**src/rtl/addsub_seq.sv**
```systemverilog
// Multi-cycle ADD/SUB/SLT/SLTU unit that adds CHUNK bits per clock, with the carry between chunks held in a register.
// Latency: WIDTH/CHUNK cycles from the accept edge to out_valid. One operation is in flight at a time.
// Backpressure: in_ready is high only in IDLE. The result and flags stay stable while out_valid=1 and out_ready=0.
//
// Ports:
//   clk, reset           single clock; synchronous active-high reset
//   in_valid/in_ready    operand handshake; in_valid is ignored while the unit is busy
//   A, B [WIDTH]         operands
//   op [2]               00 ADD, 01 SUB, 11 SLT (signed), 10 SLTU or signed saturating ADD
//   out_valid/out_ready  result handshake
//   out [WIDTH]          result
//   Zero                 set when out is zero
//   Overflow             signed overflow of the underlying A+B or A-B
//   Cout                 carry out of the top bit
//
// Build option ADDSUB_SEQ_SAT_EN:
//   defined   - op=10 is a signed saturating ADD
//   undefined - op=10 is SLTU
module addsub_seq #(
  parameter int WIDTH = 32,
  parameter int CHUNK = 8
) (
  input  logic             clk,
  input  logic             reset,
  input  logic             in_valid,
  output logic             in_ready,
  input  logic [WIDTH-1:0] A,
  input  logic [WIDTH-1:0] B,
  input  logic [1:0]       op,
  output logic             out_valid,
  input  logic             out_ready,
  output logic [WIDTH-1:0] out,
  output logic             Zero,
  output logic             Overflow,
  output logic             Cout
);

  localparam int NCH = WIDTH / CHUNK;
  localparam int CW  = (NCH > 1) ? $clog2(NCH) : 1;
  localparam logic [CW-1:0] LAST = CW'(NCH - 1);

  generate
    if (WIDTH < 2 || CHUNK < 1 || (WIDTH % CHUNK) != 0) begin : g_bad_param
      $error("addsub_seq: WIDTH must be >= 2 and a multiple of CHUNK");
    end
  endgenerate

  typedef enum logic [1:0] {S_IDLE, S_RUN, S_DONE} state_t;

  state_t           r_state, w_next;
  logic [WIDTH-1:0] r_a, r_b, r_sum, r_out;
  logic [1:0]       r_op;
  logic [CW-1:0]    r_cnt;
  logic             r_carry, r_zero, r_ovf, r_cout;

  // Decide whether the op subtracts. With saturation enabled, op=10 is an add.
  function automatic logic f_sub(input logic [1:0] o);
`ifdef ADDSUB_SEQ_SAT_EN
    return (o == 2'b01) || (o == 2'b11);
`else
    return (o != 2'b00);
`endif
  endfunction

  logic             w_sub;
  int               w_base;
  logic [CHUNK-1:0] w_a_c, w_b_c, w_c_sum;
  logic             w_c_cout;
  logic [WIDTH-1:0] w_s, w_res;
  logic             w_s_msb, w_bx_msb, w_ovf;

  // Chunk adder. Subtraction is A + ~B + 1, where the +1 is the initial carry.
  always_comb begin
    w_sub  = f_sub(r_op);
    w_base = int'(r_cnt) * CHUNK;
    w_a_c  = r_a[w_base +: CHUNK];
    w_b_c  = r_b[w_base +: CHUNK] ^ {CHUNK{w_sub}};
    {w_c_cout, w_c_sum} = {1'b0, w_a_c} + {1'b0, w_b_c} + {{CHUNK{1'b0}}, r_carry};
  end

  // The final chunk is always the top one, so the full sum is the stored
  // lower chunks plus this cycle's chunk. It is only meaningful when r_cnt == LAST.
  always_comb begin
    w_s                    = r_sum;
    w_s[WIDTH-1 -: CHUNK]  = w_c_sum;
    w_s_msb                = w_c_sum[CHUNK-1];
    w_bx_msb               = r_b[WIDTH-1] ^ w_sub;
    w_ovf                  = (r_a[WIDTH-1] ^ w_s_msb) & ~(r_a[WIDTH-1] ^ w_bx_msb);
    w_res                  = w_s;
    case (r_op)
      2'b11: begin
        // Signed less-than: the sign of A-B, corrected by overflow.
        w_res    = '0;
        w_res[0] = w_s_msb ^ w_ovf;
      end
      2'b10: begin
`ifdef ADDSUB_SEQ_SAT_EN
        // Overflow on an add means A and B share a sign, so clamp toward A's sign.
        if (w_ovf) w_res = {r_a[WIDTH-1], {(WIDTH-1){~r_a[WIDTH-1]}}};
`else
        // Unsigned less-than: A-B borrows exactly when there is no carry out.
        w_res    = '0;
        w_res[0] = ~w_c_cout;
`endif
      end
      default: w_res = w_s;
    endcase
  end

  // FSM state register.
  always_ff @(posedge clk) begin
    if (reset) r_state <= S_IDLE;
    else       r_state <= w_next;
  end

  // FSM next state and handshake outputs.
  always_comb begin
    w_next    = r_state;
    in_ready  = 1'b0;
    out_valid = 1'b0;
    case (r_state)
      S_IDLE: begin
        in_ready = 1'b1;
        if (in_valid) w_next = S_RUN;
      end
      S_RUN: begin
        if (r_cnt == LAST) w_next = S_DONE;
      end
      S_DONE: begin
        out_valid = 1'b1;
        if (out_ready) w_next = S_IDLE;
      end
      default: w_next = S_IDLE;
    endcase
  end

  // Datapath registers.
  always_ff @(posedge clk) begin
    if (reset) begin
      r_a     <= '0;
      r_b     <= '0;
      r_op    <= '0;
      r_cnt   <= '0;
      r_carry <= 1'b0;
      r_sum   <= '0;
      r_out   <= '0;
      r_zero  <= 1'b0;
      r_ovf   <= 1'b0;
      r_cout  <= 1'b0;
    end else begin
      case (r_state)
        S_IDLE: begin
          if (in_valid) begin
            r_a     <= A;
            r_b     <= B;
            r_op    <= op;
            r_cnt   <= '0;
            r_carry <= f_sub(op);
          end
        end
        S_RUN: begin
          r_sum[w_base +: CHUNK] <= w_c_sum;
          r_carry                <= w_c_cout;
          if (r_cnt == LAST) begin
            r_out  <= w_res;
            r_zero <= (w_res == '0);
            r_ovf  <= w_ovf;
            r_cout <= w_c_cout;
          end else begin
            r_cnt <= r_cnt + CW'(1);
          end
        end
        default: ;
      endcase
    end
  end

  assign out      = r_out;
  assign Zero     = r_zero;
  assign Overflow = r_ovf;
  assign Cout     = r_cout;

endmodule

```
**config.mk**
```make
export PLATFORM = sky130hd
export DESIGN_NAME = addsub_seq
export DESIGN_NICKNAME = d
export VERILOG_FILES = /design/src/rtl/addsub_seq.sv
export SDC_FILE = /design/constraint.sdc
export NUM_CORES = 1
export LEC_CHECK = 0
export ABC_AREA = 1
export BUFFER_PORTS_ARGS = -buffer_cell sky130_fd_sc_hd__buf_2
export CAP_MARGIN = 20
export CORE_UTILIZATION = 30
export CTS_CLUSTER_DIAMETER = 60
export CTS_CLUSTER_SIZE = 16
export DETAILED_ROUTE_END_ITERATION = 8
export PLACE_DENSITY = 0.45
export SLEW_MARGIN = 10
export SYNTH_ARGS = -nofsm -noshare
export SYNTH_HDL_FRONTEND = slang
export SYNTH_SLANG_ARGS = --single-unit
```
**constraint.sdc**
```tcl
create_clock -name clk -period 6.4 [get_ports clk]
set_input_delay 0.64 -clock clk [delete_from_list [all_inputs] [get_ports clk]]
set_output_delay 0.64 -clock clk [all_outputs]
set_load 0.02 [all_outputs]
```
==> results.json <==
{
  "outcome": "finished clean",
  "netlist.area_leader.share_pct": 44.9,
  "synth_cells": 822,
  "required_ps": 6750,
  "final_common_cell": "nor2_1",
  "hold_slack_ps": 456,
  "synth_top_family_by_area": "simple AND/OR/NAND/NOR gates",
  "p_clk_share_pct": 40.3,
  "cp_top_family": "adder cells",
  "antenna_found_initial": 0,
  "worstMarginPinSlew_ps": 780,
  "synth-compound-area-share_pct": 19.1,
  "p_leak_uw": 0.00320,
  "cts_max_path_buffers": 2,
  "cp_slowest_stage_delay_ps": 690,
  "grt_use_total_pct": 17.2,
  "slowest_stage": "dfxtp_1",
  "antenna_cells": 0,
  "tns_ps": 0,
  "ios": 107,
  "synthMuxAreaShare_pct": 0,
  "die-area_sq_um": 19900,
  "via_per_inst": 4.58,
  "worst_ep_arrival_time_ps": 3900,
  "reg2reg_depth": 16,
  "gp_congestion": 0.848,
  "final-setup-viol-count": 0,
  "core_area_sq_um": 18800,
  "worst_setup_path_start_kind": "register",
  "wl_microns": 16500,
  "syn_area_sq_um": 5790,
  "crit_buf_inv": 1,
  "wl_per_cell_microns": 14.0,
  "finalCritPeriodShare_pct": 55.3,
  "nNetsFinal": 990,
  "post-dp-hpwl_microns": 11800,
  "cts_hold_buf": 0,
  "grt-ovfl-total": 0,
  "cts_tree": "done",
  "synth_xor_xnor_area_share_pct": 1.51,
  "path_clk_slew_ps": 60,
  "layout_setup_ws_ps": 2860,
  "ys_ff_latch": 130,
  "drtIter0Drc": 265,
  "end_kind": "register",
  "grt_pass1_wl_microns": 26300,
  "start_util_pct": 30.8,
  "numCtsBuffers": 17,
  "maxCapViolations": 0,
  "swShare_pct": 30.9,
  "p_per_area_nw_per_um2": 332,
  "fp-row-count": 50,
  "layout_common_cells": "nor2_1, dfxtp_1, nand2_1, o21ai_0, buf_2",
  "insertion_delay_ps": 430,
  "avgSynthCellArea_sq_um": 7.04,
  "critPathMaxFanout": 22,
  "cts_root_buf": "clkbuf_16",
  "synth_top_cell_by_area": "dfxtp_1",
  "post_cts_resized": 0,
  "whs_endpoint": "r_a[1]",
  "rsz0062_at_grt": "no",
  "pwr-share-seq_pct": 37.7,
  "grt_pass1_vias": 4987,
  "skew_ps": 11.2,
  "fmax_mhz": 282,
  "hp-class": "input port to register",
  "vias": 5385,
  "post-place-ws_ps": 2620,
  "fin_crit_ps": 3540,
  "switchingPower_uw": 727,
  "syn_nets": 906,
  "yosysUniqueCellTypes": 33,
  "cts_setup_buffers": 0,
  "synth_adder_area_share_pct": 3.28,
  "min_from": "A[1]",
  "internal-power_uw": 1630,
  "yosys.area_share.simple_pct": 24.6,
  "worstPathCellList": "inv_1 > o21ai_0 > o22ai_1 > xor2_1 > fa_1 > fa_1 > nor2_1 > nor2_1 > nand2_1 > nor2_1 > nand3_1 > nor2_1 > nand3_1 > nor2_1 > nor2_1 > nor2_1",
  "cts_sinks": 130,
  "r2r_slack_ps": 2860,
  "finalPower_uw": 2360,
  "worstReg2RegStart": "r_cnt[1]",
  "yosys_warnings": 0,
  "hold_depth": 3,
  "synth_area_leaders": "dfxtp_1, nor2_1, o21ai_0",
  "grt_start_max_net_pins": 95,
  "drive_gt1_share_pct": 16.5,
  "finalHoldViolations": 0,
  "relSlewSlack_pct": 48.0,
  "seq_area_frac_synth_pct": 44.9,
  "p_comb_share_pct": 22.0,
  "port_buffers": 106,
  "critical_path_class": "register to register",
  "die_y_microns": 141,
  "ant_nets": 0,
  "cts_max_level": 4,
  "critPathMostFrequentCell": "nor2_1",
  "area_growth_syn_to_layout_pct": 22.6,
  "vdd_drop_max_mv": 0.198,
  "drc": 0,
  "slew_violations": 0,
  "worstReg2RegEnd": "Zero",
  "drt_pass1_iterations": 6,
  "die_w_microns": 141,
  "fill_cells": 2078
}
[state kept, by name, indices dropped and copies added (netlist names)]
name,flops
Cout,1
out,32
r_a,32
r_b,32
Zero,1
Overflow,1
r_op,2
r_cnt,2
r_sum,24
r_carry,1
r_state,2
[metal layers]
layer / part of all wire, % / global-route usage, %
met1: 48 / 22.2
met2: 46 / 28.3
met3: 4.4 / 4.31
met4: 0.81 / 4.98
met5: 0 / 0
[cell type report]
class                           count  area (sq um)  area share [%]
Clock inverter                      9           108            1.52
Tap cell                          260           325            4.58
Clock buffer                       21           470            6.63
Sequential cell                   130          2600            36.7
Timing Repair Buffer              113           603            8.50
Multi-Input combinational cell    597          2810            39.6
Inverter                           47           176            2.49
[power groups by stage]
stage,Sequential [uW],Clock [uW],Combinational (uW)
2_1_floorplan,894,0,372
3_3_place_gp,907,0,516
3_5_place_dp,906,0,518
4_1_cts,889,970,519
5_1_grt,894,1000,588
6_report,889,949,518
[cell usage after synthesis (all sizes together)]
master / instances
a21oi: 64
fa: 2
nand2: 130
nand3: 23
xor2: 10
clkinv: 2
and2: 1
ha: 12
dlygate4sd1: 1
nor2: 200
a211oi: 1
nor3: 3
o21ai: 121
a32oi: 1
or2: 2
clkbuf: 34
buf: 13
nand3b: 1
o21a: 2
a32o: 2
dfxtp: 130
inv: 45
o211ai: 1
a22oi: 4
o21bai: 2
o22ai: 12
nand4: 3
[through the flow]
| step | cells | area [sq um] | util, % |
|---|---|---|---|
| global placement | 1146 | 6490 | 34.5 |
| detailed placement | 1146 | 6490 | 34.5 |
| CTS | 1176 | 7070 | 37.5 |
| global route | 1177 | 7100 | 37.7 |
| floorplan | 822 | 5790 | - |
| finish | 1177 | 7100 | 37.7 |
[cell families after synthesis]
kind of cell | count (synthesis)
and+or+nand+nor | 363
AOI/OAI and AO/OA | 210
DFF | 130
buffers and inverters | 95
adders and majority gates | 14
xor gates and xnor gates | 10
[tightest hold or removal path: cells and delay by family]
| kind | cells | cell delay, ps |
|---|---|---|
| buffers and inverters | 1 | 70 |
| AO/OA/AOI/OAI | 1 | 70 |
| AND/OR/NAND/NOR | 1 | 70 |
[how the worst max path moves through the flow]
stage / to / slack, ps / start / depth (start not counted)
6_report: Zero / 2860 / r_cnt[1] / 16
5_1_grt: Zero / 2470 / r_cnt[1] / 16
4_1_cts: Zero / 2620 / r_cnt[0] / 16
3_5_place_dp: Zero / 2620 / r_cnt[0] / 16
3_3_place_gp: Zero / 2750 / r_cnt[0] / 16
2_1_floorplan: Zero / 3460 / r_cnt[0] / 18
Note: power is estimated with default switching activity, not from simulation.
